--- config.mk ---
export PLATFORM = sky130hd
export DESIGN_NAME = regbus_master
export DESIGN_NICKNAME = d
export VERILOG_FILES = /design/src/rtl/regbus_master_pkg.sv /design/src/rtl/regbus_master.sv
export SDC_FILE = /design/constraint.sdc
export NUM_CORES = 1
export LEC_CHECK = 0
export ABC_CLOCK_PERIOD_IN_PS = 1600
export CAP_MARGIN = 20
export CELL_PAD_IN_SITES_DETAIL_PLACEMENT = 0
export CELL_PAD_IN_SITES_GLOBAL_PLACEMENT = 1
export CORE_MARGIN = 2
export CORE_UTILIZATION = 34
export DETAILED_ROUTE_END_ITERATION = 8
export PLACE_DENSITY_LB_ADDON = 0.1
export SLEW_MARGIN = 5
export SYNTH_ARGS = -nofsm -noshare
export SYNTH_HDL_FRONTEND = slang
export SYNTH_SLANG_ARGS = --single-unit
--- constraint.sdc ---
create_clock -name clk -period 1.6 [get_ports clk]
set_input_delay 0.32 -clock clk [delete_from_list [all_inputs] [get_ports clk]]
set_output_delay 0.32 -clock clk [all_outputs]
set_load 0.01 [all_outputs]
--- src/rtl/regbus_master_pkg.sv ---
// Shared definitions for the 8-bit register bus initiator.
// Holds the command byte field positions and the controller state encoding.
package regbus_master_pkg;

  localparam int CMD_WR_BIT  = 7;
  localparam int CMD_INC_BIT = 6;

  typedef enum logic [2:0] {
    ST_IDLE   = 3'd0,
    ST_CMD    = 3'd1,
    ST_WDATA  = 3'd2,
    ST_RD     = 3'd3,
    ST_RDWAIT = 3'd4
  } state_e;

endpackage

--- src/rtl/regbus_master.sv ---
// Register bus initiator: converts the host byte stream into single-cycle
// read/write strobes and returns read data as a byte stream.
module regbus_master
  import regbus_master_pkg::*;
#(
  parameter int          ADDR_W       = 6,
  parameter logic [7:0]  TX_IDLE_BYTE = 8'hFF
) (
  input  logic              clk,
  input  logic              rst_n,
  input  logic              frame_active,
  input  logic              rx_valid,
  input  logic [7:0]        rx_data,
  output logic              tx_valid,
  output logic [7:0]        tx_data,
  input  logic              tx_ack,
  output logic [ADDR_W-1:0] bus_addr,
  output logic              bus_wr,
  output logic [7:0]        bus_wdata,
  output logic              bus_rd,
  input  logic [7:0]        bus_rdata,
  output logic              busy
);

  state_e              state_q, state_d;
  logic [ADDR_W-1:0]   bus_addr_q, bus_addr_d;
  logic [ADDR_W-1:0]   next_addr_q, next_addr_d;
  logic                inc_q, inc_d;
  logic                bus_wr_q, bus_wr_d;
  logic                bus_rd_q, bus_rd_d;
  logic [7:0]          bus_wdata_q, bus_wdata_d;
  logic                tx_valid_q, tx_valid_d;
  logic [7:0]          tx_data_q, tx_data_d;
  logic                busy_q, busy_d;

  logic                abort;
  logic [ADDR_W-1:0]   cmd_addr;

  // Dropping the link select mid-transaction wins over any byte or ack.
  assign abort    = (state_q != ST_IDLE) && !frame_active;
  assign cmd_addr = rx_data[ADDR_W-1:0];

  always_ff @(posedge clk or negedge rst_n) begin
    if (!rst_n) begin
      state_q     <= ST_IDLE;
      bus_addr_q  <= '0;
      next_addr_q <= '0;
      inc_q       <= 1'b0;
      bus_wr_q    <= 1'b0;
      bus_rd_q    <= 1'b0;
      bus_wdata_q <= '0;
      tx_valid_q  <= 1'b0;
      tx_data_q   <= TX_IDLE_BYTE;
      busy_q      <= 1'b0;
    end else begin
      state_q     <= state_d;
      bus_addr_q  <= bus_addr_d;
      next_addr_q <= next_addr_d;
      inc_q       <= inc_d;
      bus_wr_q    <= bus_wr_d;
      bus_rd_q    <= bus_rd_d;
      bus_wdata_q <= bus_wdata_d;
      tx_valid_q  <= tx_valid_d;
      tx_data_q   <= tx_data_d;
      busy_q      <= busy_d;
    end
  end

  always_comb begin
    state_d = state_q;
    if (abort) begin
      state_d = ST_IDLE;
    end else begin
      unique case (state_q)
        ST_IDLE:   if (frame_active) state_d = ST_CMD;
        ST_CMD:    if (rx_valid) state_d = rx_data[CMD_WR_BIT] ? ST_WDATA : ST_RD;
        ST_WDATA:  state_d = ST_WDATA;
        ST_RD:     state_d = ST_RDWAIT;
        ST_RDWAIT: if (tx_ack && tx_valid_q) state_d = ST_RD;
        default:   state_d = ST_IDLE;
      endcase
    end
  end

  always_comb begin
    bus_addr_d  = bus_addr_q;
    next_addr_d = next_addr_q;
    inc_d       = inc_q;
    bus_wr_d    = 1'b0;
    bus_rd_d    = 1'b0;
    bus_wdata_d = bus_wdata_q;
    tx_valid_d  = tx_valid_q;
    tx_data_d   = tx_data_q;
    if (abort) begin
      tx_valid_d = 1'b0;
      tx_data_d  = TX_IDLE_BYTE;
    end else begin
      unique case (state_q)
        ST_CMD: begin
          if (rx_valid) begin
            inc_d = rx_data[CMD_INC_BIT];
            if (rx_data[CMD_WR_BIT]) begin
              next_addr_d = cmd_addr;
            end else begin
              bus_rd_d    = 1'b1;
              bus_addr_d  = cmd_addr;
              next_addr_d = cmd_addr + ADDR_W'(rx_data[CMD_INC_BIT]);
            end
          end
        end
        ST_WDATA: begin
          if (rx_valid) begin
            bus_wr_d    = 1'b1;
            bus_wdata_d = rx_data;
            bus_addr_d  = next_addr_q;
            next_addr_d = next_addr_q + ADDR_W'(inc_q);
          end
        end
        ST_RD: begin
          // bus_rd is high this cycle, so bus_rdata reflects the addressed register.
          tx_data_d  = bus_rdata;
          tx_valid_d = 1'b1;
        end
        ST_RDWAIT: begin
          if (tx_ack && tx_valid_q) begin
            tx_valid_d  = 1'b0;
            tx_data_d   = TX_IDLE_BYTE;
            bus_rd_d    = 1'b1;
            bus_addr_d  = next_addr_q;
            next_addr_d = next_addr_q + ADDR_W'(inc_q);
          end
        end
        default: ;
      endcase
    end
    busy_d = (state_d != ST_IDLE);
  end

  assign bus_addr  = bus_addr_q;
  assign bus_wr    = bus_wr_q;
  assign bus_wdata = bus_wdata_q;
  assign bus_rd    = bus_rd_q;
  assign tx_valid  = tx_valid_q;
  assign tx_data   = tx_data_q;
  assign busy      = busy_q;

endmodule

==> results of run 1 <==
[sequential cells by signal, indices dropped and copies added (netlist names)]
signal and count:
bus_wdata 8, tx_data 8, bus_addr 6, next_addr_q 6, state_q 3, bus_rd 1, bus_wr 1, busy 1
inc_q 1, tx_valid 1
[cells in the mapped netlist, drive strengths merged]
cell type and number:
mux2i 4, xnor2 4, nand2b 4, inv 6
o21ai 9, o221ai 1, nor2b 2, a22oi 1
mux2 24, o22a 9, o21a 2, a31oi 2
a21oi 2, nand4b 2, nand2 7, dfrtp 28
xor2 1, nor3b 1, buf 3, nor2 11
o21bai 1, o211ai 1, nor3 7, and4bb 1
nor4 1, and2b 1, o32ai 1, a211oi 2
ha 4, a2bb2oi 1, nand3 4, and3 1
o22ai 1, clkbuf 3, dfstp 8
[metrics by stage]
| stage | hold slack (ns) | setup slack, ns | util (%) | cell area (sq um) | TNS [ns] |
|---|---|---|---|---|---|
| global placement | 0.388 | -0.363 | 48.9 | 2640 | -8.19 |
| floorplan | 0.0244 | -0.00448 | - | 1880 | -0.00448 |
| finish | 0.0663 | -0.0448 | 54.8 | 2960 | -0.218 |
| global route | 0.0977 | -0.0864 | 54.8 | 2960 | -0.599 |
| CTS | 0.0773 | -0.0257 | 53.1 | 2870 | -0.122 |
| detailed placement | 0.393 | -0.390 | 48.9 | 2640 | -8.26 |
[how the worst max path moves through the flow]
stage                              to  slack, ns  depth (start not counted)
after global placement    bus_addr[5]      -0.36                          5
after floorplan           bus_addr[2]     -0.004                          5
after global routing      bus_addr[0]      -0.09                          6
after detailed placement  bus_addr[4]      -0.39                          5
after CTS                 bus_addr[2]      -0.03                          5
final                     bus_addr[0]      -0.04                          6
[cells by family after synthesis]
logic type | Yosys count
mux | 28
xor+xnor | 5
compound gates | 33
buf+inv | 12
simple gates | 42
fa+ha+maj | 4
flops | 36
[routing by layer]
metal	vias to the layer above	GRT usage, %	wire length [um]
met5	-	0	0
met4	0	3.68	36
met3	5	3.68	185
met2	38	28.9	2470
met1	802	22.8	2300
li1	768	-	-
[area by class of cell]
class / instances / area share [%]
clock buffers: 8 / 3.38
inverters: 6 / 0.760
multi-input cells: 113 / 34.8
flip-flops and latches: 36 / 30.9
well taps: 72 / 3.04
repair buffers: 89 / 27.1
[what timing repair did]
item | 4_1_cts | 5_1_grt
gates resized for setup | 31 | 20
cloned | 1 | 0
setup buffers | 8 | 2
pin swaps | 5 | 9
setup endpoints to repair | 28 | 20
[power by group]
group | switching [mW] | internal, mW | total, mW | leakage (nW)
Combinational | 0.504 | 0.824 | 1.33 | 0.789
Sequential | 0.201 | 1.20 | 1.40 | 0.429
Clock | 0.331 | 0.393 | 0.725 | 0.0515
Total | 1.04 | 2.41 | 3.45 | 1.27
==> out/qor_table.md, run 1 <==
| Quantity | Value |
|:---|:---|
| Fill cell total of the finished layout | 486 |
| Cell Chain, Critical Path | buf_6 -> and2b_1 -> o21ai_2 -> a21oi_4 -> buf_6 -> mux2_4 |
| Source of the worst register-to-register timing path | state_q[1] |
| FF+latch count, synth | 36 |
| Critical path peak fanout | 4 |
| Die area | 6130 sq um |
| CTS H-tree depth | 2 |
| CTS tree | built |
| Proportion of synthesized chip area in sequential cells | 48.5% |
| Mux share of post-synthesis cell area | 16.9% |
| Clock network latency to the later pin of the worst-skew pair | 0.29 ns |
| Clk buf depth | 2 |
| Total count of max-transition violations in the final report | 0 |
| Via/cell ratio | 4.98 |
| Num CTS Buffers | 5 |
| Most common library cell in the layout ignoring fill and taps | sky130_fd_sc_hd__buf_4 |
| Number of hold buffers added after cts | 0 |
| Core Region | 5410 sq um |
| Biggest area contributors in the synthesized netlist | sky130_fd_sc_hd__dfrtp_1 37%, sky130_fd_sc_hd__mux2_2 13%, sky130_fd_sc_hd__dfstp_2 11%, sky130_fd_sc_hd__o22a_1 4.2%, sky130_fd_sc_hd__ha_1 2.7% |
| CTS clock-pin slew for the worst setup and hold paths | 0.07 ns |
| Worst-case headroom to the max-slew limit | 69.0% |
| Worst flop-to-flop path endpoint | bus_addr[0] |
| Post-route DRC violation count | 0 |
| Number of standard cells in the layout, taps in and fillers out | 324 |
| Post-synthesis share of cell area spent on xor and xnor gates | 2.73% |
| Slowest stage cell, crit path | sky130_fd_sc_hd__dfrtp_2 |
| Antenna violations before repair | 0 |
| Cell area after technology mapping | 1880 sq um |
| Synthesized area per cell | 11.7 sq um |
| Minimum clock period | 1.64 ns |
| Final Net Count | 276 |
| Power per unit of standard cell area | 1160 nW/um^2 |
| Violations in the final reports | setup timing |
| Slew at the pin closest to its max-slew limit | 0.465 ns |
| Largest family of logic cells by synthesized area | multiplexers |
| Clock Sinks | 36 |
| Path category of the worst min-delay check | in2async |
| Number of distinct library cells after synthesis | 45 |
| Simple-gate share of the synthesized area | 12.3% |
| Number of vias in the routed layout | 1,613 |
| Setup repair after global routing missed its margin | true |
| Final hold vios | 0 |
| Worst reg-to-reg setup slack | -0.04 ns |
| Share of the synthesized area in the top cell type | 37.3% |
| Average wire per cell in the routed design | 15.4 um |
| Initial detailed-routing violation count | 58 |
| Die Wd | 78.3 um |
| Largest area contributor in the netlist | sky130_fd_sc_hd__dfrtp_1 |
| Residual antenna-violating net count after detailed routing | 0 |
| Maximum clock skew at final layout | 0.00666 ns |
| Maximum frequency from static timing analysis | 608 MHz |
| Number of search-and-repair iterations in the first detailed-routing pass | 4 |
| Final setup vio count | 6 |
| Number of placement rows | 27 |
| Status | finished, violations left |
| Half-perimeter wire length of the detailed placement result | 3340 um |
| Share of the clock period used by the worst path after layout | 103% |
| Largest net degree at the start of global routing | 37 |
| Aggregate routed wire length | 5000 um |
| Number of nets produced by synthesis | 185 |
| VDD IR max | 624 uV |
| Height of the chip | 78.3 um |
| Top Ports | 47 |
| Synthesized-area fraction occupied by ao, oa, aoi and oai cells | 13.8% |
| Power, Total | 3.45 mW |
| Delay of the slowest cell on the worst path | 0.47 ns |
| Data arrival time of the critical path | 1.81 ns |
| Register area | 915 sq um |
| Ratio of cells with drive above 1 in the final layout | 42.1% |
| Commonest cells after routing, fill and taps aside | 36 x sky130_fd_sc_hd__buf_4, 31 x sky130_fd_sc_hd__clkdlybuf4s50_1, 25 x sky130_fd_sc_hd__dfrtp_1 |
| Total area of multi-input combinational cells | 1030 sq um |
| Aggregate global routing overflow | 0 |
| Cell repeated most along the worst path | sky130_fd_sc_hd__buf_6 |
| Port Buf Inserts | 46 |
| CP endpoint kind | register |
| Buffer type at the clock tree root | sky130_fd_sc_hd__clkbuf_8 |
| Min setup slack post-route | -0.0448 ns |
| Number of buffer and inverter instances along the worst setup path | 2 |
| Yosys warning total | 0 |
| Crit path max-delay family | flip-flops |
| Setup Crit Path Kind | reg2reg |
| Wire length of the first global-routing pass | 8350 um |
| Vias in the first global route | 1,725 |
| P&R area growth vs syn | 57.9% |
| Number of max-capacitance violations reported | 0 |
| Post-synthesis share of cell area spent on full adders, half adders and majority gates | 2.67% |
| Launching instance or port of the critical path | state_q[1] |
| Required arrival time at the worst endpoint | 1.77 ns |
| Weighted congestion reported at the end of routability-driven placement | 0.796 |
| Leakage power | 1.27 nW |
| Number of diodes | 0 |
| Total routing resource utilization after global routing | 17.2% |
| Number of standard cells after synthesis | 160 |
| Cell count of the worst reg-to-reg path | 6 |
| Startpoint type of the worst setup path | register |
| Initial Utilization | 34.7% |
| Number of cells in the design after placement | 306 |
No activity file was read; power rests on OpenSTA's default activity.
==> inputs of run 2 (changes only) <==
--- a/config.mk
+++ b/config.mk
@@ -13,6 +13,7 @@
 export CORE_UTILIZATION = 34
 export DETAILED_ROUTE_END_ITERATION = 8
 export PLACE_DENSITY_LB_ADDON = 0.1
+export RECOVER_POWER = 50
 export SLEW_MARGIN = 5
 export SYNTH_ARGS = -nofsm -noshare
 export SYNTH_HDL_FRONTEND = slang
==> out/qor_table.md, run 2 (synthesis gave the netlist of run 1 again) <==
| Quantity | Value |
|:---|:---|
| Status | finished, violations left |
| Violations in the final reports | setup timing |
| Final hold vios | 0 |
| Worst-case headroom to the max-slew limit | 39.1% |
| Number of vias in the routed layout | 1,605 |
| Clock network latency to the later pin of the worst-skew pair | 0.29 ns |
| Worst flop-to-flop path endpoint | bus_addr[0] |
| Worst reg-to-reg setup slack | -0.05 ns |
| Ratio of cells with drive above 1 in the final layout | 42.1% |
| Weighted congestion reported at the end of routability-driven placement | 0.796 |
| Area after detailed placement | 2640 sq um |
| Power, Total | 3.45 mW |
| Number of max-capacitance violations reported | 0 |
| Startpoint type of the worst setup path | register |
| Number of hold buffers added after cts | 0 |
| Total routing resource utilization after global routing | 17.2% |
| CTS clock-pin slew for the worst setup and hold paths | 0.07 ns |
| Maximum frequency from static timing analysis | 608 MHz |
| Number of cells in the design after placement | 306 |
| Source of the worst register-to-register timing path | state_q[1] |
| Die Wd | 78.3 um |
| Aggregate global routing overflow | 0 |
| Setup Crit Path Kind | reg2reg |
| P&R area growth vs syn | 57.7% |
| Die area | 6130 sq um |
| Via/cell ratio | 4.95 |
| Power per unit of standard cell area | 1170 nW/um^2 |
| Launching instance or port of the critical path | state_q[1] |
| Top Ports | 47 |
| Cell Chain, Critical Path | buf_6 -> and2b_1 -> o21ai_2 -> a21oi_4 -> buf_6 -> mux2_4 |
| Leakage power | 1.27 nW |
| Residual antenna-violating net count after detailed routing | 0 |
| Sum of negative setup slack | -0.220 ns |
| Number of placement rows | 27 |
| CTS tree | built |
| Fill cell total of the finished layout | 487 |
| Final Net Count | 276 |
| Initial detailed-routing violation count | 58 |
| Height of the chip | 78.3 um |
| Commonest cells after routing, fill and taps aside | 35 x sky130_fd_sc_hd__buf_4, 31 x sky130_fd_sc_hd__clkdlybuf4s50_1, 25 x sky130_fd_sc_hd__dfrtp_1 |
| Critical path peak fanout | 4 |
| CP endpoint kind | register |
| Slowest stage cell, crit path | sky130_fd_sc_hd__dfrtp_2 |
| Antenna violations before repair | 0 |
| Maximum clock skew at final layout | 0.00664 ns |
| Area of all placed cells without fillers | 2960 sq um |
| Setup repair after global routing missed its margin | true |
| Cell repeated most along the worst path | sky130_fd_sc_hd__buf_6 |
| Data arrival time of the critical path | 1.81 ns |
| Endpoint of the worst setup timing path | bus_addr[0] |
| Worst hold slack after final layout | 0.235 ns |
| Vias in the first global route | 1,725 |
| Core Region | 5410 sq um |
| Port Buf Inserts | 46 |
| Num CTS Buffers | 5 |
| Largest net degree at the start of global routing | 37 |
| Number of search-and-repair iterations in the first detailed-routing pass | 4 |
| Initial Utilization | 34.7% |
| Wire length of the first global-routing pass | 8350 um |
| CTS H-tree depth | 2 |
| Delay of the slowest cell on the worst path | 0.47 ns |
| Path category of the worst min-delay check | in2async |
| Minimum clock period | 1.65 ns |
| Half-perimeter wire length of the detailed placement result | 3340 um |
| Final setup vio count | 6 |
| Clk buf depth | 2 |
| Slew at the pin closest to its max-slew limit | 0.913 ns |
| Buffer type at the clock tree root | sky130_fd_sc_hd__clkbuf_8 |
| Aggregate routed wire length | 5000 um |
| Number of standard cells in the layout, taps in and fillers out | 324 |
| Total count of max-transition violations in the final report | 0 |
| Clock Sinks | 36 |
| Share of the clock period used by the worst path after layout | 103% |
| Min setup slack post-route | -0.0454 ns |
| Required arrival time at the worst endpoint | 1.77 ns |
| Average wire per cell in the routed design | 15.4 um |
| VDD IR max | 624 uV |
| Cell count of the worst reg-to-reg path | 6 |
| Number of diodes | 0 |
| Most common library cell in the layout ignoring fill and taps | sky130_fd_sc_hd__buf_4 |
| Post-route DRC violation count | 0 |
## run 2: worst min-delay path by stage
stage / endpoint
detailed placement: bus_rd
finish: bus_rd
global placement: bus_rd
global route: tx_valid
floorplan: bus_addr[0]
CTS: bus_rd
## run 2: metrics by stage
stage / util [%] / worst slack (ns)
floorplan: - / -0.00448
global placement: 48.9 / -0.363
detailed placement: 48.9 / -0.390
CTS: 53.1 / -0.0257
global route: 54.8 / -0.0864
finish: 54.8 / -0.0454
## run 2: cell type report
type | count | area [sq um] | share of cell area [%]
multi-input cells | 113 | 1030 | 34.9
well taps | 72 | 90.1 | 3.04
flip-flops and latches | 36 | 915 | 30.9
repair buffers | 89 | 801 | 27.0
clock buffers | 8 | 100 | 3.38
inverters | 6 | 22.5 | 0.761
## run 2: power by group
part / switching [mW] / internal (mW) / total, mW
logic: 0.503 / 0.823 / 1.33
registers: 0.201 / 1.20 / 1.40
clock network: 0.332 / 0.393 / 0.725
total: 1.04 / 2.41 / 3.45
## run 2: worst max-delay path, delay by kind of cell (launching register included)
kind | cells | cell delay (ns)
and+or+nand+nor | 1 | 0.19
buffers and inverters | 2 | 0.29
DFF | 1 | 0.47
muxes | 1 | 0.29
AOI/OAI and AO/OA | 2 | 0.29
## run 2: layer usage
| layer | wire length (um) | part of all wire [%] | track usage, % |
|---|---|---|---|
| met1 | 2320 | 46 | 22.8 |
| met5 | 0 | 0 | 0 |
| met4 | 36 | 0.72 | 3.68 |
| met3 | 171 | 3.4 | 3.68 |
| met2 | 2470 | 49 | 28.9 |
## run 2: timing repair
action | CTS | global route
setup endpoints to repair | 28 | 20
gates cloned | 1 | 0
pin swaps | 5 | 9
buffers inserted | 8 | 2
resized for setup | 31 | 20
==> inputs of run 3 (changes only) <==
--- a/config.mk
+++ b/config.mk
@@ -13,7 +13,6 @@
 export CORE_UTILIZATION = 34
 export DETAILED_ROUTE_END_ITERATION = 8
 export PLACE_DENSITY_LB_ADDON = 0.1
-export RECOVER_POWER = 50
 export SLEW_MARGIN = 5
 export SYNTH_ARGS = -nofsm -noshare
 export SYNTH_HDL_FRONTEND = slang
==> results of run 3 <==
No change in the layout: final DEF, timing and power equal those of run 1.
